**src/rtl/sha256_pipe_sched.sv**
```systemverilog
// Issue/retire scheduler for the unrolled double-SHA256 pipeline: sweeps a nonce range,
// drives the shared stage write enable and retires results in order. Optional abort: SHA_SCHED_ABORT_EN.
//
// state | meaning
// IDLE  | out of reset, waiting for start
// RUN   | issuing one nonce per advancing cycle
// DRAIN | no more issues, retiring in-flight results
// DONE  | sweep finished, results held until next start
module sha256_pipe_sched #(
  parameter int STAGES  = 64,
  parameter int NONCE_W = 32
) (
  input  logic               CLK,
  input  logic               RST,
  input  logic               start,
  input  logic [NONCE_W-1:0] nonce_start,
  input  logic [NONCE_W-1:0] nonce_end,
  input  logic               out_ready,
  input  logic               hit,
`ifdef SHA_SCHED_ABORT_EN
  input  logic               abort,
`endif
  output logic               pipe_write_en,
  output logic               issue_valid,
  output logic [NONCE_W-1:0] issue_nonce,
  output logic               out_valid,
  output logic [NONCE_W-1:0] out_nonce,
  output logic               busy,
  output logic               done,
  output logic               found,
  output logic [NONCE_W-1:0] found_nonce
);

  typedef enum logic [1:0] {S_IDLE, S_RUN, S_DRAIN, S_DONE} state_t;

  state_t             state, state_nxt;
  logic [STAGES-1:0]  vld, vld_nxt;
  logic [NONCE_W-1:0] issue_cnt, out_cnt, end_q;
  logic               adv, retire, start_ok, abort_w, abort_act, last_issue;

`ifdef SHA_SCHED_ABORT_EN
  assign abort_w = abort;
`else
  assign abort_w = 1'b0;
`endif

  assign out_valid     = vld[STAGES-1];
  assign adv           = !out_valid | out_ready;
  assign pipe_write_en = adv;
  assign issue_valid   = (state == S_RUN) & adv;
  assign retire        = out_valid & out_ready;
  assign busy          = (state == S_RUN) | (state == S_DRAIN);
  assign done          = (state == S_DONE);
  assign start_ok      = start & ((state == S_IDLE) | (state == S_DONE));
  assign abort_act     = abort_w & busy;
  assign last_issue    = issue_valid & (issue_cnt == end_q);
  assign issue_nonce   = issue_cnt;
  assign out_nonce     = out_cnt;
  assign vld_nxt       = adv ? {vld[STAGES-2:0], issue_valid} : vld;

  always_comb begin
    state_nxt = state;
    case (state)
      S_IDLE:  if (start_ok) state_nxt = S_RUN;
      S_RUN: begin
        if (abort_act)                         state_nxt = S_DONE;
        else if (last_issue || (retire && hit)) state_nxt = S_DRAIN;
      end
      // leave once the map, including this cycle's retire, has emptied
      S_DRAIN: begin
        if (abort_act)             state_nxt = S_DONE;
        else if (vld_nxt == '0)    state_nxt = S_DONE;
      end
      S_DONE:  if (start_ok) state_nxt = S_RUN;
      default: state_nxt = S_IDLE;
    endcase
  end

  always_ff @(posedge CLK or posedge RST) begin
    if (RST) begin
      state       <= S_IDLE;
      vld         <= '0;
      issue_cnt   <= '0;
      out_cnt     <= '0;
      end_q       <= '0;
      found       <= 1'b0;
      found_nonce <= '0;
    end else begin
      state <= state_nxt;
      vld   <= abort_act ? '0 : vld_nxt;
      if (start_ok) begin
        issue_cnt   <= nonce_start;
        out_cnt     <= nonce_start;
        end_q       <= nonce_end;
        found       <= 1'b0;
        found_nonce <= '0;
      end else if (!abort_act) begin
        if (issue_valid) issue_cnt <= issue_cnt + 1'b1;
        if (retire)      out_cnt   <= out_cnt + 1'b1;
        if (retire && hit && !found) begin
          found       <= 1'b1;
          found_nonce <= out_cnt;
        end
      end
    end
  end

endmodule

```
**config.mk**
```make
export PLATFORM = sky130hd
export DESIGN_NAME = sha256_pipe_sched
export DESIGN_NICKNAME = d
export VERILOG_FILES = /design/src/rtl/sha256_pipe_sched.sv
export SDC_FILE = /design/constraint.sdc
export NUM_CORES = 1
export LEC_CHECK = 0
export CORE_MARGIN = 8
export CORE_UTILIZATION = 52
export CTS_CLUSTER_DIAMETER = 100
export DETAILED_ROUTE_END_ITERATION = 8
export PLACE_DENSITY = 0.8
export SETUP_SLACK_MARGIN = 0.02
export SLEW_MARGIN = 20
export SYNTH_ARGS = -nofsm -noshare
export SYNTH_HDL_FRONTEND = slang
export SYNTH_SLANG_ARGS = --single-unit
```
**constraint.sdc**
```tcl
create_clock -name CLK -period 7.45 [get_ports CLK]
set_input_delay 1.1175 -clock CLK [delete_from_list [all_inputs] [get_ports CLK]]
set_output_delay 1.1175 -clock CLK [all_outputs]
set_load 0.02 [all_outputs]
```
==> metrics.cfg, run 1 <==
[placed_design]
hpwlAfterDp_um=17500
dp.cells=1233
dp_slack_ps=2670
routabilityCongestion=0.902
portBuffers=170

[hold_path]
min-delay-path-class=reg2reg

[clocking]
clk_pin_slew_ps=70
cts-htree-levels=4
cts_setup_buffers=0
numCtsBuffers=17
cts_tree=yes
clock_latency_ps=430
cts_hold_buf=0
cts_max_path_buffers=2
clkSinkCount=195
cts_root_buf=clkbuf_16
ctsResizeCount=0

[route]
avgViaCountPerCell=5.54
wl_um=24000
drc=0
drtPass1Iterations=5
drt_iter0_drc=626
wl_per_cell_um=18.9
routed-via-count=7017
ant_nets=0

[global_routing]
met1_usage=0.304
grt_pass1_vias=7012
antenna_found_initial=1
busiest_layer=met2
grt_usage=0.229
overflow=0
grt_pass1_wl_um=38800
met3_usage=0.0525
grt_max_degree=134
globalRouteMet2Util=0.358

[finish]
drive_above_1_share=0.0842
instances_no_fill=1266
area_delta_synth_final_pct=28.3
fin_nets=1106
fillers=1251

[floorplanning]
start_util=0.531
dieArea_sq_um=21300
ioPinCount=171
fp.dieW_um=146
fp.dieH_um=146
design.core.area_sq_um=16500
num_rows=47

[timing]
tns_ps=0
final_max_slew_viol_count=0
rsz0062_at_grt=false
hold_viol=0
fmax_mhz=210
fin_worst_skew_ps=8.68
period_needed_ps=4760
worst_slack_ps=2690
fin_crit_sh=0.639
setup_viol_count_final=0
relSlewSlack=0.391
worst_pin_slew_ps=913

[logic_synthesis]
ys.flop_type=dfrtp_1
synthMostInstantiatedCell=nand2_1
yosysTopAreaCell=dfrtp_1
syn_area_sq_um=8780
yosysSeqAreaShare=0.556
avgSynthCellArea_sq_um=10.0
synth_area_leaders=dfrtp_1 (56%), nand2_1 (9.5%), xor2_1 (5.6%), mux2_2 (4.1%), a21oi_1 (3.8%)
synthDistinctLibCells=39
synth-seq-cells=195
synth_top_area_share=0.556
synthTopCellsByCount=nand2_1 (222), dfrtp_1 (195), a21oi_1 (67)
synth_nets=948
synth_enable_flop_cells=0
yosysWarnings=0
synth_cells=874
synthArstFlopShare=1.00

[power_and_ir_drop]
power.share.combinational=0.391
clock_power_share=0.195
power.leakage_nw=4.87
p_int_w=0.00278
switching_share=0.404
p_per_area_nw_per_um2=415
ir_drop_mv=0.262
switchingPower_w=0.00189
seq_power_share=0.414

[run_status]
status=finished, final reports clean

[setup_path]
crit_path_end_kind=primary output
criticalPathCategory=in2out
crit_fanout=71
startpoint_type=input port
cp.arrival_ps=3640
cp.required_ps=6330
reg2reg_setup_slack_ps=4290

[flow_run]
maxCapViolations=0

layer usage:
metal / vias to the layer above / wire (um)
li1: 3261 / -
met1: 3449 / 10400
met2: 267 / 11400
met3: 40 / 1650
met4: 0 / 549
met5: - / 0
final cells by class:
type,instances,area [sq um],area share
Sequential cell,195,4880,0.433
Clock buffer,21,470,0.0418
Antenna cell,1,2.50,0.000222
Timing Repair Buffer,177,1750,0.156
Tap cell,220,275,0.0244
Clock inverter,11,118,0.0104
Inverter,10,55.1,0.00489
Multi-Input combinational cell,631,3710,0.329
flip-flops by register name, indices dropped and copies added (netlist names):
register / cells
vld: 64
end_q: 32
found_nonce: 32
issue_nonce: 32
out_nonce: 32
state: 2
found: 1
power groups by stage:
stage / clock network (W) / logic (W) / registers [W]
3_5_place_dp: 0 / 0.00182 / 0.00193
4_1_cts: 0.000922 / 0.00183 / 0.00192
2_1_floorplan: 0 / 0.000950 / 0.00200
6_report: 0.000909 / 0.00183 / 0.00193
3_3_place_gp: 0 / 0.00177 / 0.00193
5_1_grt: 0.000961 / 0.00197 / 0.00199
final timing paths:
| check | startpoint | to | cells after the start |
|---|---|---|---|
| max | out_ready | issue_valid | 8 |
| min | vld[62] | vld[62] | 2 |
| max reg2reg | vld[63] | issue_nonce[26] | 11 |
| min reg2reg | vld[62] | vld[62] | 2 |
| max in group asynchronous | RST | out_nonce[16] | 3 |
| min in group asynchronous | RST | out_nonce[0] | 2 |
layout by cell type, fill, tap and decap left out, drive strengths merged, types with 4 or more instances in the layout:
cell | netlist | layout
nand2 | 223 | 223
dfrtp | 195 | 195
clkdlybuf4s50 | 0 | 170
nor2 | 69 | 69
a21oi | 67 | 67
xor2 | 56 | 56
xnor2 | 37 | 37
a22o | 32 | 32
mux2 | 32 | 32
nand4 | 26 | 26
nand3 | 21 | 21
clkbuf | 26 | 21
inv | 9 | 14
nor3 | 13 | 13
and3 | 12 | 12
nor4 | 11 | 11
buf | 12 | 7
and2 | 6 | 6
ha | 5 | 5
clkinv | 1 | 5
or2 | 4 | 4
worst max-delay path, stage by stage:
cell,delay (ps)
clkdlybuf4s50_1,600
nor2b_4,60
buf_4,320
clkinv_4,100
buf_4,540
nand2_4,140
inv_6,130
clkdlybuf4s50_1,610
cells by family after synthesis:
logic type	after synthesis	synth area share
simple gates	393	0.202
flops	195	0.556
compound gates	105	0.0744
xor+xnor	93	0.0928
buf+inv	48	0.0238
mux	35	0.0445
fa+ha+maj	5	0.00713
through the flow:
stage	hold slack (ps)	utilization	cell area (sq um)	power, W
global route	519	0.682	11300	0.00492
finish	502	0.682	11300	0.00467
global placement	476	0.646	10700	0.00370
floorplan	440	-	8780	0.00295
detailed placement	485	0.646	10700	0.00375
CTS	500	0.681	11300	0.00468
Power figures use the tool's default switching activity.
==> run 2, diff against run 1 <==
--- a/config.mk
+++ b/config.mk
@@ -6,10 +6,10 @@
 export NUM_CORES = 1
 export LEC_CHECK = 0
 export CORE_MARGIN = 8
-export CORE_UTILIZATION = 52
+export CORE_UTILIZATION = 47
 export CTS_CLUSTER_DIAMETER = 100
 export DETAILED_ROUTE_END_ITERATION = 8
-export PLACE_DENSITY = 0.8
+export PLACE_DENSITY = 0.76
 export SETUP_SLACK_MARGIN = 0.02
 export SLEW_MARGIN = 20
 export SYNTH_ARGS = -nofsm -noshare
==> constraint.sdc (replaced) <==
create_clock -name CLK -period 4.2 [get_ports CLK]
set_input_delay 0.63 -clock CLK [delete_from_list [all_inputs] [get_ports CLK]]
set_output_delay 0.63 -clock CLK [all_outputs]
set_load 0.02 [all_outputs]
==> metrics.cfg, run 2 (synthesis results as in run 1) <==
[global_routing]
overflow=0  ; unchanged
grt_pass1_wl_um=38700  ; was 38800 um
grt_usage=0.208  ; was 0.229
grt_pass1_vias=6901  ; was 7012
grt_max_degree=86  ; was 134
antenna_found_initial=0  ; was 1

[finish]
area_delta_synth_final_pct=29.1  ; was 28.3%
multi_input_area_sq_um=3710  ; unchanged
fillers=1497  ; was 1251
antenna_cells=0  ; was 1
drive_above_1_share=0.0878  ; was 0.0842
seq_area_sq_um=4880  ; unchanged
instances_no_fill=1282  ; was 1266
largest_reg_flops=64  ; unchanged
final_common_cell=nand2_1  ; unchanged
layout.cells.most_common_list=nand2_1 (221), dfrtp_1 (195), clkdlybuf4s50_1 (170)  ; unchanged
top_register=vld  ; unchanged
fin_nets=1109  ; was 1106
utilization=0.612  ; was 0.682

[timing]
tns_ps=0  ; unchanged
worst_pin_slew_ps=816  ; was 913 ps
rsz0062_at_grt=false  ; unchanged
setup_viol_count_final=0  ; unchanged
relSlewSlack=0.455  ; was 0.391
hold_viol=0  ; unchanged
final_max_slew_viol_count=0  ; unchanged
fin_crit_sh=0.764
fmax_mhz=312
period_needed_ps=3210
fin_worst_skew_ps=13.9  ; was 8.68 ps

[route]
drt_iter0_drc=586  ; was 626
routed-via-count=6946  ; was 7017
drc=0  ; unchanged
drtPass1Iterations=5  ; unchanged
wl_um=24100  ; was 24000 um
avgViaCountPerCell=5.42  ; was 5.54
ant_nets=0  ; unchanged
wl_per_cell_um=18.8  ; was 18.9 um

[placed_design]
routabilityCongestion=0.875  ; was 0.902
portBuffers=170  ; unchanged
dp.cells=1250  ; was 1233
hpwlAfterDp_um=17700  ; was 17500 um

[power_and_ir_drop]
power.leakage_nw=4.89  ; was 4.87 nW
p_per_area_nw_per_um2=733  ; was 415 nW/um^2
power_w=0.00831  ; was 0.00467 W
ir_drop_mv=0.382  ; was 0.262 mV

[setup_path]
cp.arrival_ps=2580  ; was 3640 ps
startpoint_type=input port  ; unchanged
crit_fanout=39  ; was 71
cp.required_ps=3570  ; was 6330 ps
crit_path_end_kind=primary output  ; unchanged
criticalPathCategory=in2out  ; unchanged

[clocking]
numCtsBuffers=17  ; unchanged
cts_setup_buffers=0  ; unchanged
cts-htree-levels=4  ; unchanged
cts_root_buf=clkbuf_16  ; unchanged
clk_pin_slew_ps=80  ; was 70 ps
ctsResizeCount=0  ; unchanged
cts_hold_buf=0  ; unchanged
clock_latency_ps=440  ; was 430 ps
clkSinkCount=195  ; unchanged
cts_tree=yes  ; unchanged
cts_max_path_buffers=2  ; unchanged

[floorplanning]
fp.dieH_um=153  ; was 146 um
ioPinCount=171  ; unchanged
fp.dieW_um=153  ; was 146 um
start_util=0.474  ; was 0.531
num_rows=50  ; was 47
design.core.area_sq_um=18500  ; was 16500 sq um
dieArea_sq_um=23300  ; was 21300 sq um

[hold_path]
min-delay-path-class=reg2reg  ; unchanged

[run_status]
status=finished, final reports clean  ; unchanged

[flow_run]
maxCapViolations=0  ; unchanged

-- run 2: worst paths after layout --
kind / start / end / slack, ps / depth (start not counted)
min in group asynchronous: RST / out_nonce[0] / 700 / 2
min: vld[62] / vld[63] / 490 / 2
max: out_ready / pipe_write_en / 990 / 5
max in group asynchronous: RST / end_q[24] / 2630 / 3
min reg2reg: vld[62] / vld[63] / 490 / 2
max reg2reg: vld[63] / state[1] / 1570 / 7
-- run 2: area by class of cell --
cell class | instances | share of cell area
Multi-Input combinational cell | 631 | 0.327
Clock buffer | 17 | 0.0375
Clock inverter | 15 | 0.0158
Sequential cell | 195 | 0.430
Timing Repair Buffer | 180 | 0.159
Inverter | 10 | 0.00452
Tap cell | 234 | 0.0258
-- run 2: critical path, stage by stage --
cell	delay, ps
clkdlybuf4s50_1	600
nor2b_4	80
clkinv_4	220
buf_4	350
clkdlybuf4s50_1	660
-- run 2: stage by stage --
| stage | setup slack (ps) | hold WS (ps) | cell area, sq um |
|---|---|---|---|
| 6_report | 992 | 491 | 11300 |
| 5_1_grt | 896 | 521 | 11300 |
| 4_1_cts | 1000 | 486 | 11300 |
| 3_5_place_dp | 867 | 476 | 10700 |
| 3_3_place_gp | 972 | 472 | 10700 |
| 2_1_floorplan | 1050 | 440 | 8780 |
-- run 2: power by group --
part / internal [W] / switching [W] / leakage, nW / total (W)
Clock: 0.000809 / 0.000828 / 0.293 / 0.00164
Sequential: 0.00256 / 0.000863 / 2.39 / 0.00343
Combinational: 0.00150 / 0.00175 / 2.21 / 0.00325
-- run 2: metal layers --
layer | global-route usage | up-vias | wire (um) | share of wire
met4 | 0.0994 | 0 | 919 | 0.038
met3 | 0.0493 | 47 | 1240 | 0.051
met1 | 0.269 | 3440 | 10600 | 0.44
li1 | - | 3263 | - | -
met2 | 0.326 | 196 | 11300 | 0.47
met5 | 0 | - | 0 | 0
==> run 3, diff against run 2 <==
==> constraint.sdc (replaced) <==
create_clock -name CLK -period 2.6 [get_ports CLK]
set_input_delay 0.39 -clock CLK [delete_from_list [all_inputs] [get_ports CLK]]
set_output_delay 0.39 -clock CLK [all_outputs]
set_load 0.02 [all_outputs]
==> metrics.cfg, run 3 (synthesis results as in run 1) <==
[run_status]
status=finished, final reports clean  ; unchanged

[clocking]
cts_setup_buffers=0  ; unchanged
clock_latency_ps=430  ; was 440 ps
clkSinkCount=195  ; unchanged
ctsResizeCount=0  ; unchanged
cts_root_buf=clkbuf_16  ; unchanged
numCtsBuffers=17  ; unchanged
cts_hold_buf=0  ; unchanged
cts-htree-levels=4  ; unchanged
cts_max_path_buffers=2  ; unchanged
cts_tree=yes  ; unchanged
clk_pin_slew_ps=80  ; about the same

[setup_path]
crit_fanout=9  ; was 39
cp.required_ps=2210  ; was 3570 ps
cp.arrival_ps=2070  ; was 2580 ps
criticalPathCategory=reg2out  ; was in2out
r2r-start=vld[63]  ; unchanged
setup.worst_path.start=state[1]  ; was out_ready
startpoint_type=flip-flop  ; was input port
crit_path_end_kind=primary output  ; unchanged

[route]
avgViaCountPerCell=5.43  ; was 5.42
ant_nets=0  ; unchanged
wl_per_cell_um=18.8  ; about the same
wl_um=24400  ; was 24100 um
drt_iter0_drc=502  ; was 586
drc=0  ; unchanged
routed-via-count=7047  ; was 6946
drtPass1Iterations=5  ; unchanged

[finish]
multi_input_area_sq_um=3710  ; unchanged
fin_nets=1123  ; was 1109
final_common_cell=nand2_1  ; unchanged
layout.cells.most_common_list=nand2_1 (221), dfrtp_1 (195), clkdlybuf4s50_1 (170)  ; unchanged
fillers=1507  ; was 1497
instances_no_fill=1297  ; was 1282
top_register=vld  ; unchanged
largest_reg_flops=64  ; unchanged
drive_above_1_share=0.0989  ; was 0.0878
seq_area_sq_um=4880  ; unchanged
area_delta_synth_final_pct=30.4  ; was 29.1%

[floorplanning]
fp.dieW_um=153  ; unchanged
ioPinCount=171  ; unchanged
start_util=0.474  ; unchanged
num_rows=50  ; unchanged
fp.dieH_um=153  ; unchanged
design.core.area_sq_um=18500  ; unchanged
dieArea_sq_um=23300  ; unchanged

[timing]
period_needed_ps=2460
fin_worst_skew_ps=11.7  ; was 13.9 ps
fmax_mhz=406
setup_viol_count_final=0  ; unchanged
hold_viol=0  ; unchanged
fin_crit_sh=0.947
relSlewSlack=0.531  ; was 0.455
hold_slack_ps=336  ; was 491 ps
worst_pin_slew_ps=702  ; was 816 ps
tns_ps=0  ; unchanged
final_max_slew_viol_count=0  ; unchanged
rsz0062_at_grt=false  ; unchanged

[global_routing]
grt_pass1_wl_um=39500  ; was 38700 um
grt_max_degree=48  ; was 86
grt_pass1_vias=7014  ; was 6901
overflow=0  ; unchanged
grt_usage=0.212  ; was 0.208
antenna_found_initial=1  ; was 0

[power_and_ir_drop]
ir_drop_mv=0.752  ; was 0.382 mV
power_w=0.0134  ; was 0.00831 W
power.leakage_nw=4.95  ; was 4.89 nW
p_per_area_nw_per_um2=1170  ; was 733 nW/um^2

[placed_design]
routabilityCongestion=0.875  ; about the same
portBuffers=170  ; unchanged
dp.cells=1264  ; was 1250
hpwlAfterDp_um=18300  ; was 17700 um

[flow_run]
maxCapViolations=0  ; unchanged

[hold_path]
min-delay-path-class=in2async  ; was reg2reg

[run 3: final timing paths]
| kind | slack, ps | end | cells past startpoint |
|---|---|---|---|
| setup / recovery | 140 | issue_valid | 5 |
| hold / removal | 340 | end_q[2] | 2 |
| setup reg to reg | 350 | state[1] | 7 |
| hold reg to reg | 500 | vld[18] | 2 |
| max in group asynchronous | 1640 | end_q[19] | 3 |
| min in group CLK | 500 | vld[18] | 2 |
[run 3: routing by layer]
layer | global-route usage | wire (um)
met5 | 0 | 0
met3 | 0.0510 | 1430
met1 | 0.273 | 10400
met4 | 0.0862 | 850
met2 | 0.339 | 11800
[run 3: through the flow]
stage / setup slack, ps / area, sq um / utilization
2_1_floorplan: -308 / 8780 / -
3_3_place_gp: 112 / 10900 / 0.587
3_5_place_dp: 62.5 / 10900 / 0.587
4_1_cts: 118 / 11400 / 0.618
5_1_grt: 41.6 / 11500 / 0.618
6_report: 139 / 11500 / 0.618
[run 3: area by class of cell]
type | instances | area share
well taps | 234 | 0.0256
inverters | 10 | 0.00448
clock inverters | 14 | 0.0125
repair buffers | 194 | 0.170
diodes | 1 | 0.000219
multi-input cells | 631 | 0.324
clock buffers | 18 | 0.0375
flip-flops and latches | 195 | 0.426
[run 3: where the power goes]
group | internal (W) | leakage [nW] | switching (W)
sequential | 0.00414 | 2.39 | 0.00135
clock | 0.00128 | 0.267 | 0.00128
combinational | 0.00250 | 2.29 | 0.00287
total | 0.00792 | 4.95 | 0.00550
[run 3: critical path: stages, from the launching register on]
cell and delay (ps):
dfrtp_1 400, inv_1 80, ha_1 310, nand2_4 110
inv_6 110, clkdlybuf4s50_1 640
